<file path="config.mk">
export PLATFORM = sky130hd
export DESIGN_NAME = imm_splitter_flat
export DESIGN_NICKNAME = d
export VERILOG_FILES = /design/src/rtl/imm_splitter_if.sv /design/src/rtl/imm_splitter.sv /design/src/flat_wrapper.sv
export SDC_FILE = /design/constraint.sdc
export NUM_CORES = 1
export LEC_CHECK = 0
export ABC_AREA = 1
export CAP_MARGIN = 20
export CORE_MARGIN = 3
export CORE_UTILIZATION = 54
export CTS_BUF_LIST = sky130_fd_sc_hd__clkbuf_4
export CTS_CLUSTER_DIAMETER = 40
export CTS_CLUSTER_SIZE = 12
export DETAILED_ROUTE_END_ITERATION = 8
export PLACE_DENSITY = 0.93
export SLEW_MARGIN = 25
export SYNTH_ARGS = -nofsm -noshare
export SYNTH_HDL_FRONTEND = slang
export SYNTH_SLANG_ARGS = --single-unit
</file>
<file path="constraint.sdc">
create_clock -name clk -period 1.8 [get_ports clk]
set_input_delay 0.18 -clock clk [delete_from_list [all_inputs] [get_ports clk]]
set_output_delay 0.18 -clock clk [all_outputs]
set_load 0.03 [all_outputs]
</file>
<file path="src/rtl/imm_splitter_if.sv">
// Handshake bundle for imm_splitter: word input side and chunk output side.
interface imm_splitter_if #(
  parameter int unsigned N     = 16,
  parameter int unsigned CHUNK = 4
);
  localparam int unsigned CW = $clog2(N / CHUNK) + 1;

  logic             in_valid;
  logic             in_ready;
  logic [N-1:0]     in_data;
  logic             out_valid;
  logic             out_ready;
  logic [CHUNK-1:0] out_chunk;
  logic             out_first;
  logic             out_last;
  logic [CW-1:0]    out_count;

  // Producer of words / consumer of chunks
  modport master (
    output in_valid, in_data, out_ready,
    input  in_ready, out_valid, out_chunk, out_first, out_last, out_count
  );

  // The splitter itself
  modport slave (
    input  in_valid, in_data, out_ready,
    output in_ready, out_valid, out_chunk, out_first, out_last, out_count
  );
endinterface

</file>
<file path="src/rtl/imm_splitter.sv">
// Splits a signed N-bit word into the fewest CHUNK-bit pieces that rebuild it
// through a sign-extend-then-shift-in decoder, streaming chunks MS-first.
module imm_splitter #(
  parameter int unsigned N     = 16,
  parameter int unsigned CHUNK = 4
) (
  input logic           clk,
  input logic           reset,
  imm_splitter_if.slave bus
);
  localparam int unsigned NCHUNK = N / CHUNK;
  localparam int unsigned CW     = $clog2(NCHUNK) + 1;

  typedef enum logic [0:0] {StIdle, StEmit} state_e;

  state_e r_state, w_state_next;

  logic [N-1:0]     r_word,      w_word_d;
  logic [CW-1:0]    r_idx,       w_idx_d;
  logic             r_out_valid, w_out_valid_d;
  logic [CHUNK-1:0] r_out_chunk, w_out_chunk_d;
  logic             r_out_first, w_out_first_d;
  logic             r_out_last,  w_out_last_d;
  logic [CW-1:0]    r_out_count, w_out_count_d;

  logic [CW-1:0]        w_count;
  logic signed [N-1:0]  w_shifted;

  function automatic logic [CHUNK-1:0] pick(input logic [N-1:0] word, input logic [CW-1:0] idx);
    int unsigned sh;
    sh = 32'(idx) * CHUNK;
    return CHUNK'(word >> sh);
  endfunction

  // Smallest chunk count whose signed range holds in_data; the widest always fits
  always_comb begin
    w_count   = CW'(NCHUNK);
    w_shifted = '0;
    for (int k = NCHUNK - 1; k >= 1; k--) begin
      w_shifted = $signed(bus.in_data) >>> (CHUNK * k - 1);
      if (w_shifted == '0 || w_shifted == '1) w_count = CW'(k);
    end
  end

  // State register
  always_ff @(posedge clk) begin
    if (reset) r_state <= StIdle;
    else       r_state <= w_state_next;
  end

  // Next-state decode
  always_comb begin
    w_state_next = r_state;
    unique case (r_state)
      StIdle:  if (bus.in_valid) w_state_next = StEmit;
      StEmit:  if (bus.out_ready && r_out_last) w_state_next = StIdle;
      default: w_state_next = StIdle;
    endcase
  end

  // Next values of the datapath and the registered outputs; default is hold
  always_comb begin
    w_word_d      = r_word;
    w_idx_d       = r_idx;
    w_out_valid_d = r_out_valid;
    w_out_chunk_d = r_out_chunk;
    w_out_first_d = r_out_first;
    w_out_last_d  = r_out_last;
    w_out_count_d = r_out_count;
    unique case (r_state)
      StIdle: begin
        if (bus.in_valid) begin
          w_word_d      = bus.in_data;
          w_idx_d       = w_count - CW'(1);
          w_out_valid_d = 1'b1;
          w_out_chunk_d = pick(bus.in_data, w_count - CW'(1));
          w_out_first_d = 1'b1;
          w_out_last_d  = (w_count == CW'(1));
          w_out_count_d = w_count;
        end
      end
      StEmit: begin
        if (bus.out_ready) begin
          if (r_out_last) begin
            w_idx_d       = '0;
            w_out_valid_d = 1'b0;
            w_out_chunk_d = '0;
            w_out_first_d = 1'b0;
            w_out_last_d  = 1'b0;
            w_out_count_d = '0;
          end else begin
            w_idx_d       = r_idx - CW'(1);
            w_out_chunk_d = pick(r_word, r_idx - CW'(1));
            w_out_first_d = 1'b0;
            w_out_last_d  = (r_idx == CW'(1));
          end
        end
      end
      default: ;
    endcase
  end

  // Datapath and output registers
  always_ff @(posedge clk) begin
    if (reset) begin
      r_word      <= '0;
      r_idx       <= '0;
      r_out_valid <= 1'b0;
      r_out_chunk <= '0;
      r_out_first <= 1'b0;
      r_out_last  <= 1'b0;
      r_out_count <= '0;
    end else begin
      r_word      <= w_word_d;
      r_idx       <= w_idx_d;
      r_out_valid <= w_out_valid_d;
      r_out_chunk <= w_out_chunk_d;
      r_out_first <= w_out_first_d;
      r_out_last  <= w_out_last_d;
      r_out_count <= w_out_count_d;
    end
  end

  assign bus.in_ready  = (r_state == StIdle);
  assign bus.out_valid = r_out_valid;
  assign bus.out_chunk = r_out_chunk;
  assign bus.out_first = r_out_first;
  assign bus.out_last  = r_out_last;
  assign bus.out_count = r_out_count;
endmodule

</file>
<file path="src/flat_wrapper.sv">
// flat-port wrapper written by rule: the top's interface ports become plain ports
module imm_splitter_flat 
#(
  parameter int unsigned N     = 16,
  parameter int unsigned CHUNK = 4
)
  (clk, reset, bus_in_valid, bus_in_data, bus_out_ready, bus_in_ready, bus_out_valid, bus_out_chunk, bus_out_first, bus_out_last, bus_out_count);
  imm_splitter_if #(.N(N), .CHUNK(CHUNK)) bus_i ();
  input logic clk;
  input logic reset;
  input wire logic [$bits(bus_i.in_valid)-1:0] bus_in_valid;
  input wire logic [$bits(bus_i.in_data)-1:0] bus_in_data;
  input wire logic [$bits(bus_i.out_ready)-1:0] bus_out_ready;
  output wire logic [$bits(bus_i.in_ready)-1:0] bus_in_ready;
  output wire logic [$bits(bus_i.out_valid)-1:0] bus_out_valid;
  output wire logic [$bits(bus_i.out_chunk)-1:0] bus_out_chunk;
  output wire logic [$bits(bus_i.out_first)-1:0] bus_out_first;
  output wire logic [$bits(bus_i.out_last)-1:0] bus_out_last;
  output wire logic [$bits(bus_i.out_count)-1:0] bus_out_count;
  assign bus_i.in_valid = bus_in_valid;
  assign bus_i.in_data = bus_in_data;
  assign bus_i.out_ready = bus_out_ready;
  assign bus_in_ready = bus_i.in_ready;
  assign bus_out_valid = bus_i.out_valid;
  assign bus_out_chunk = bus_i.out_chunk;
  assign bus_out_first = bus_i.out_first;
  assign bus_out_last = bus_i.out_last;
  assign bus_out_count = bus_i.out_count;
  imm_splitter #(.N(N), .CHUNK(CHUNK)) u_core (.clk(clk), .reset(reset), .bus(bus_i));
endmodule
</file>
== Word level (Yosys, flattened, before mapping) ==
Cells that the tools add are included.
W data, S select, Z words.

* Bits in registers: 30
* Input port bits: 20
* Output and inout port bits: 11
* Word-level logic and storage cells: 59

* $add $sub $neg: 2
* Equal/unequal tests: 8
* Shift operators: 2
* Muxes and demuxes: 28
* Bitwise operators: 1
* Reductions and logical operators: 10

{| class="wikitable"
|+ Operators with widths
! cell !! count
|-
| $eq A16 B16 Y1 const B || 3
|-
| $logic_not A16 Y1 || 3
|-
| $shr A16 B5 Y4 || 2
|-
| $mux W3 || 9
|-
| $mux W4 || 3
|-
| $pmux W3 S2 || 2
|-
| $mux W1 || 9
|-
| $pmux W1 S2 || 4
|-
| $pmux W4 S2 || 1
|-
| $eq A3 B1 Y1 const B || 2
|-
| $ne A2 B2 Y1 const B || 3
|-
| $sub A3 B1 Y3 const B || 2
|-
| $reduce_and A2 Y1 || 2
|-
| $logic_or A1 B1 Y1 || 3
|-
| $reduce_and A3 Y1 || 1
|-
| $logic_and A1 B1 Y1 || 1
|-
| $not A1 Y1 || 1
|}

== Logic depth before layout (Yosys ltp) ==
* Word-level depth: 9
* Depth in mapped cells: 14
* Gate-level depth less buffers: 14

== Worst setup path before layout ==
No wires, ideal clock.

* Kind: input-to-reg
* Start: input bus_in_data[15]
* End: register u_core.r_out_chunk[0], in the netlist u_core.bus.out_chunk[0]
* Library setup time: 122 ps
* Arrival: 1494 ps
* Data required time: 1678 ps
* Slack: 184 ps
* Stages on the path: 12
* Path buffers: 0
* Path through: nor2_2 nand3_1 nand2_2 nand3_4 nand2_4 inv_1 ha_1 or2_2 nand3_1 inv_1 nand2_1 a21oi_2

* Cells in the longest elaborated chain, start to end: 9
* Elaborated cells between the ends (all ways): 16
* Classes of those cells: 1 x add/sub; 3 x eq/ne; 1 x shift; 5 x mux; 6 x reduce/logical

{| class="wikitable"
|+ Ends and longest elaborated chain
! item !! RTL line !! text
|-
| from (decl) || flat_wrapper.sv:12 || <nowiki>input wire logic [$bits(bus_i.in_data)-1:0] bus_in_data;</nowiki>
|-
| $eq A16 B16 Y1 or $logic_not A16 Y1 (tied branches) || imm_splitter.sv:41 || <nowiki>if (w_shifted == '0 || w_shifted == '1) w_count = CW'(k);</nowiki>
|-
| $logic_or A1 B1 Y1 || imm_splitter.sv:41 ||
|-
| $mux W3 (2 in a row) || imm_splitter.sv:41 ||
|-
| $mux W3 (*) || imm_splitter.sv:41 ||
|-
| $sub A3 B1 Y3 (*) || imm_splitter.sv:76 || <nowiki>w_out_chunk_d = pick(bus.in_data, w_count - CW'(1));</nowiki>
|-
| $shr A16 B5 Y4 (*) || imm_splitter.sv:32 || <nowiki>return CHUNK'(word >> sh);</nowiki>
|-
| $mux W4 (*) || imm_splitter.sv:72 || <nowiki>if (bus.in_valid) begin</nowiki>
|-
| $pmux W4 S2 (*) || imm_splitter.sv:70 || <nowiki>unique case (r_state)</nowiki>
|-
| to (signal assigned) || imm_splitter.sv:117 || <nowiki>r_out_chunk <= w_out_chunk_d;</nowiki>
|-
| to (decl) || imm_splitter.sv:21 || <nowiki>logic [CHUNK-1:0] r_out_chunk, w_out_chunk_d;</nowiki>
|}

Mark *: on every way between the ends. The rest lies on a longest branch, timed or not. The select of a mux whose other input is x is not followed.
A chain may end at the register's enable or synchronous reset.

== Worst setup path after layout ==
* Start: input bus_in_data[12]
* End: register u_core.r_out_chunk[2], in the netlist u_core.bus.out_chunk[2]

The elaborated chain is that of the path after synthesis.

==> impl_metrics.yaml <==
run_status:
  outcome: "completed"
global_routing:
  antenna_found_initial: 0
  grt_pass1_wl_um: 6980
  grt-ovfl-total: 0
  globalRouteTotalUtil_pct: 25.3
  grt_pass1_vias: 1729
  grt_max_degree: 21
cells_and_area:
  final_cell_area_sq_um: 2190
  post-route-util_pct: 77.6
  area_growth_pct: 32.8
  fin_cells: 333
  nets: 327
  fillers: 205
  diodes: 0
  final_layout_size_suffix_gt1_share_pct: 16.6
yosys:
  synth_cells: 250
  syn_area_sq_um: 1650
  yosysMostFrequentCell: "nand2_1"
  synth.area.mux_share_pct: 0
  yosysTopAreaCell: "dfxtp_1"
  netlist-cell-type-count: 24
  synthTopCellsByArea: "dfxtp_1, nand2_1, a21oi_1"
  syn_area_per_cell_sq_um: 6.61
  ys.flop_type: "dfxtp_1"
  ys_ff_latch: 30
  synth_edf_count: 0
  seq_area_frac_synth_pct: 36.3
  synth_top_family_by_area: "simple AND/OR/NAND/NOR gates"
  synth-xor-area-share_pct: 0.530
  synthAdderAreaFrac_pct: 3.03
  yosys.area_share.simple_pct: 25.4
  synthesis.nets: 274
  synth_compound_area_share_pct: 24.2
  ys_warn_count: 0
  synthArstFlopShare_pct: 0
  synth_common_cells: "nand2_1, a21oi_1, inv_1"
  yosysTopAreaCellShare_pct: 36.3
timing:
  fmax_ghz: 0.597
  drv_slew: 0
  whs_ns: 0.275
  finalHoldViolations: 0
  slew_headroom_pct: 78.6
  period_share_pct: 93.0
  worstMarginPinSlew_ns: 0.318
  rsz0062_at_grt: "false"
  fin_skew_ns: 0.00630
  setup_tns_ns: 0
  setup_viol: 0
  period_needed_ns: 1.67
detailed_routing:
  vias: 1841
  drc: 0
  drt_iter0_markers: 132
  via_per_inst: 5.53
  ant_nets: 0
  post_drt_wl_per_cell_um: 13.0
  drt_first_pass_iters: 4
  wirelength_um: 4340
place:
  placed_area_sq_um: 2140
  place.port_buffers: 30
  hpwl_um: 3380
  placedCellCount: 327
  gp_congestion: 0.898
worst_hold_path:
  holdCritPathClass: "in -> reg"
floorplan:
  die_x_um: 61.3
  die_area_sq_um: 3760
  core_area_sq_um: 2830
  initial_core_util_pct: 58.4
  dieHeight_um: 61.3
  ios: 31
  placementRows: 19
clock_tree:
  postCtsSetupBuffers: 0
  cts_root_buf: "clkbuf_4"
  cts_hold_buf: 0
  path_clk_slew_ns: 0.09
  cts_tree: "built"
  clock-sinks: 30
  htreeDepth: 2
  clock_latency_ns: 0.33
  clk_path_buf_depth: 2
  cts_inserted_buffers: 5
setup_path:
  crit_required_ns: 2.02
  cp.arrival_ns: 1.90
  r2r_slack_ns: 0.18
  crit_type: "in -> reg"
  end_kind: "flip-flop"
  path_max_fanout: 5
  cp-start-kind: "input pin"
pwr:
  cellPowerDensity_nw_per_um2: 725
  total_leakage_power_uw: 0.00102
  ir_worst_vdd_v: 0.000658
flow_run:
  drv_cap: 0
==> per-stage QoR <==
step,worst slack [ns],total power (uW)
floorplan,0.184,1050
global placement,-0.437,1240
detailed placement,-0.483,1250
CTS,0.0612,1590
global route,0.0104,1690
finish,0.126,1590
==> cell type report <==
| class | count | area (sq um) | share of cell area [%] |
|---|---|---|---|
| multi-input cells | 175 | 901 | 41.0 |
| inverters | 36 | 138 | 6.27 |
| flip-flops and latches | 30 | 601 | 27.4 |
| repair buffers | 55 | 475 | 21.7 |
| clock buffers | 5 | 37.5 | 1.71 |
| well taps | 31 | 38.8 | 1.77 |
| clock inverters | 1 | 3.75 | 0.171 |
==> state kept, by name, indices dropped and copies added, names as in the netlist <==
register              flops
u_core.bus.out_chunk      4
u_core.r_word            16
u_core.bus.out_first      1
u_core.bus.out_valid      1
u_core.bus.out_count      3
u_core.r_idx              3
u_core.r_state            1
u_core.bus.out_last       1
==> critical path, stage by stage <==
cell	delay, ns
dlygate4sd2_1	0.27
nand3_1	0.11
nor2_2	0.15
nand3_1	0.09
nand2_2	0.12
inv_4	0.05
nand2_4	0.08
inv_1	0.07
ha_1	0.19
or2_2	0.31
nand3_2	0.09
inv_2	0.05
nand2_1	0.08
a21oi_2	0.05
==> power breakdown <==
group,switching [uW],internal (uW)
Clock,214,133
Combinational,290,197
Sequential,34.5,723
Total,538,1050
==> final timing paths <==
kind | startpoint | to | depth (start not counted)
worst max-delay path | bus_in_data[12] | u_core.bus.out_chunk[2]$_SDFFE_PP0P_ | 14
worst max register to register | u_core.r_idx[0]$_SDFFE_PP0P_ | u_core.bus.out_chunk[3]$_SDFFE_PP0P_ | 7
worst min register to register | u_core.r_word[4]$_SDFFE_PP0P_ | u_core.r_word[4]$_SDFFE_PP0P_ | 2
worst min-delay path | bus_in_data[3] | u_core.r_word[3]$_SDFFE_PP0P_ | 3
==> timing repair <==
item / CTS / global route
resized for setup: 18 / 2
pin swaps: 9 / 0
endpoints found under the setup margin: 6 / 2
cloned: 0 / 0
==> kinds of logic (layout without fill, tap and decap cells) <==
kind of cell             count (synthesis)  after routing
flip-flops                              30             30
XOR/XNOR                                 1              1
buffers and inverters                   45             97
AND/OR/NAND/NOR                         95             95
AO/OA/AOI/OAI                           75             75
adder cells (fa/ha/maj)                  4              4
==> per-layer routing <==
metal,part of all wire (%),global-route usage [%]
met1,41,29.7
met2,50,44.7
met3,6.9,5.66
met4,2.3,9.29
met5,0,0
==> layout by cell type, fill, tap and decap left out, drive strengths merged <==
master	count
nor2	22
or2	1
clkbuf	5
inv	36
a31oi	2
a211oi	1
clkdlybuf4s50	16
nand2	52
buf	25
dfxtp	30
ha	4
o22ai	1
nand3	20
a21oi	39
dlygate4sd2	12
dlymetal6s2s	1
clkdlybuf4s15	1
o21ai	31
clkinv	1
xnor2	1
a221oi	1
No activity file was read; power rests on OpenSTA's default activity.
==> variant 1 (same flow settings) <==
`N` is set to 16 in 3 places; all go to 32.
--- a/src/rtl/imm_splitter_if.sv
+++ b/src/rtl/imm_splitter_if.sv
@@ -1,5 +1,5 @@
 // Handshake bundle for imm_splitter: word input side and chunk output side.
 interface imm_splitter_if #(
-  parameter int unsigned N     = 16,
+  parameter int unsigned N     = 32,
   parameter int unsigned CHUNK = 4
 );
--- a/src/rtl/imm_splitter.sv
+++ b/src/rtl/imm_splitter.sv
@@ -2,5 +2,5 @@
 // through a sign-extend-then-shift-in decoder, streaming chunks MS-first.
 module imm_splitter #(
-  parameter int unsigned N     = 16,
+  parameter int unsigned N     = 32,
   parameter int unsigned CHUNK = 4
 ) (
--- a/src/flat_wrapper.sv
+++ b/src/flat_wrapper.sv
@@ -2,5 +2,5 @@
 module imm_splitter_flat 
 #(
-  parameter int unsigned N     = 16,
+  parameter int unsigned N     = 32,
   parameter int unsigned CHUNK = 4
 )
Interface: changed (resized bus_in_data and bus_out_count); port bits go from 31 to 48. No check against the original RTL was run, so the function may have changed too.
==> variant 1 against the original RTL <==
The flow now stops in global routing (5_1_grt). Area after synthesis up 74%.
==> variant 1: results (changes against the original RTL) <==
| Metric | Value |
|---|---|
| Status | did not finish |
| Exit stage | global routing (5_1_grt) |
| Stop Error | [ERROR GRT-0232] Routing congestion too high. Check the congestion heatmap in the GUI. |
| Post-detail-place hpwl | 7.23 mm (+110%) |
| Asr flop ratio synth | 0 (unchanged) |
| Largest net degree at the start of global routing | 47 |
| Synth Register Bits | 48 (+60%) |
| GRT repair_timing worst endpoint | u_core.bus.out_chunk[0]$_SDFFE_PP0P_/D |
| Sequential share of the synthesized area | 0.334 (-0.0293) |
| DP Area | 0.00383 mm2 (+79%) |
| Yosys warning total | 0 (unchanged) |
| Port bufs | 47 (+57%) |
| H-tree level count | 2 (unchanged) |
| Top_reg_cell synth | dfxtp_1 |
| Clock Path Buffers | 2 (unchanged) |
| Num CTS Buffers | 5 (unchanged) |
| GRT overflow | 56 |
| Worst endpoint type | sequential cell input |
| Syn avg cell area | 6.58 um2 (-0.44%) |
| Final GP Congestion | 1.01 (+12%) |
| Ranking of synthesized cells by area | dfxtp_1, nand2_1, a21oi_1 |
| GRT Total Usage | 0.685 |
| Root Driver | clkbuf_4 |
| Top cells by count, synth | nand2_1, inv_1, a21oi_1, nand3_1, o21ai_0 |
| Synthesized net count | 477 (+74%) |
| Distinct cells, synth | 37 (+54%) |
==> variant 1: routing by layer <==
metal,global-route usage,GRT overflow
met1,0.687,3
met2,0.868,22
met3,0.485,1
met4,0.718,30
met5,0.109,0
==> variant 1: kinds of logic after synthesis <==
family / Yosys count / synth area share
xor+xnor: 3 / 0.0117
simple gates: 176 / 0.285
flops: 48 / 0.334
fa+ha+maj: 4 / 0.0174
buf+inv: 83 / 0.114
compound gates: 123 / 0.237
==> variant 1: repair_timing <==
item	CTS
pin swaps	26
gates resized for setup	94
endpoints found under the setup margin	6
setup buffers	34
hold endpoints to repair	0
gates cloned	0
==> variant 1: through the flow <==
stage                     setup slack, ns  instances  hold WS (ns)   util
after floorplan                    -0.127        437         0.328      -
after global placement             -0.645        587         0.432  0.775
after detailed placement           -0.764        587         0.438  0.775
after CTS                        -0.00364        629         0.168  0.856
==> variant 2 (same settings) <==
Without the edit above. Reset style: asynchronous (`reset`), changed in 2 clocked blocks.
--- a/src/rtl/imm_splitter.sv
+++ b/src/rtl/imm_splitter.sv
@@ -44,5 +44,5 @@
 
   // State register
-  always_ff @(posedge clk) begin
+  always_ff @(posedge clk or posedge reset) begin
     if (reset) r_state <= StIdle;
     else       r_state <= w_state_next;
@@ -102,5 +102,5 @@
 
   // Datapath and output registers
-  always_ff @(posedge clk) begin
+  always_ff @(posedge clk or posedge reset) begin
     if (reset) begin
       r_word      <= '0;
Formal check against the unedited RTL: differs if reset is asserted again (counterexample within 4 cycles, from zero or initial values and one cycle with reset high); with reset held inactive, the same outputs for 10 cycles.
==> variant 2 against the original RTL <==
Hold slack worse by 0.090 ns. Synthesized cell count down 9.2%. Wire length fell by 5.2%. Final area is 3.9% higher. Setup slack improved by 0.012 ns. Sequential cell count did not move. Via count fell by 6.4%. Area after synthesis increased by 3.9%. Count of clock-buffer cells in the layout increased by 2. Highest routed layer unchanged.
Power is not compared: it rests on default switching activity, and its combinational part moved more than twofold at a synthesized area within 25%.
==> variant 2: results (changes against the original RTL) <==
| Metric | Value |
|---|---|
| Status | complete, no violations |
| Fin crit share | 0.923 (-0.00677) |
| Asr flop ratio synth | 1.00 (+1.00) |
| Post-detail-place hpwl | 3.04 mm (-10%) |
| Worst hold path depth | 2 (-1) |
| Max Clock Skew | 0.00543 ns (-0.000873 ns) |
| Share of cells above drive strength 1 | 0.191 (+0.0251) |
| Synthesized net count | 251 (-8.4%) |
| Final GP Congestion | 0.866 (-3.5%) |
| Critical path destination | u_core.bus.out_chunk[0] |
| Worst hold endpoint | u_core.r_word[11] |
| Arrival time worst endpoint | 1.88 ns (-0.02 ns) |
| CP top delay family | buffers and inverters |
| Initial DRC Count | 105 (-20%) |
| CP max-delay cell | clkdlybuf4s50_1 |
| Adder-cell share of the synthesized area | 0.0292 (-0.00113) |
| Mux cell area share after synthesis | 0.00656 (+0.00656) |
| Reg2reg end | u_core.bus.out_chunk[2] |
| Critical Path Source | bus_in_data[4] |
| Global-route wire length before repair | 7.09 mm (+1.6%) |
| DP Area | 0.00219 mm2 (+2.3%) |
| Post-DR wirelength/cell | 12.9 um (-1.4%) |
| Compound-gate portion of the synthesized area | 0.170 (-0.0724) |
| Fill count | 224 (+9.3%) |
| Layout net count | 302 (-7.6%) |
-- variant 2: changes by cell type in the layout (fill, tap and decap cells not counted), moves of 3 or more --
cell / unedited run / this run
dfxtp_1: 30 / 0
o22ai_1: 1 / 6
nand2_1: 48 / 51
a31oi_1: 2 / 6
a21oi_1: 35 / 2
dlymetal6s2s_1: 1 / 8
dfrtp_1: 0 / 30
inv_1: 33 / 21
nor2_1: 17 / 21
buf_4: 25 / 20
dlygate4sd2_1: 12 / 2
clkdlybuf4s50_1: 16 / 20
-- variant 2: area by class of cell --
class | count | area (um2) | share of cell area
multi-input cells | 163 | 848 | 0.372
inverters | 28 | 108 | 0.0472
flip-flops and latches | 30 | 751 | 0.329
clock buffers | 7 | 52.6 | 0.0231
repair buffers | 50 | 468 | 0.205
well taps | 42 | 52.6 | 0.0231
-- variant 2: through the flow --
| stage | TNS [ns] | power (uW) | cells | utilization | hold WS [ns] |
|---|---|---|---|---|---|
| 3_5_place_dp | -2.07 | 2870 | 313 | 0.756 | 0.473 |
| 5_1_grt | 0 | 3540 | 320 | 0.786 | 0.190 |
| 2_1_floorplan | 0 | 2270 | 227 | - | 0.271 |
| 3_3_place_gp | -1.77 | 2810 | 313 | 0.756 | 0.455 |
| 6_report | 0 | 3270 | 320 | 0.786 | 0.185 |
| 4_1_cts | 0 | 3260 | 320 | 0.773 | 0.232 |
-- variant 2: what timing repair did --
action	4_1_cts	5_1_grt
endpoints found under the setup margin	5	6
gates cloned	0	0
gates resized for setup	3	16
pin swaps	0	4
-- variant 2: layer usage --
metal	routed length (um)	track usage
met5	0	0
met4	97	0.0964
met3	283	0.0504
met2	2020	0.392
met1	1720	0.271
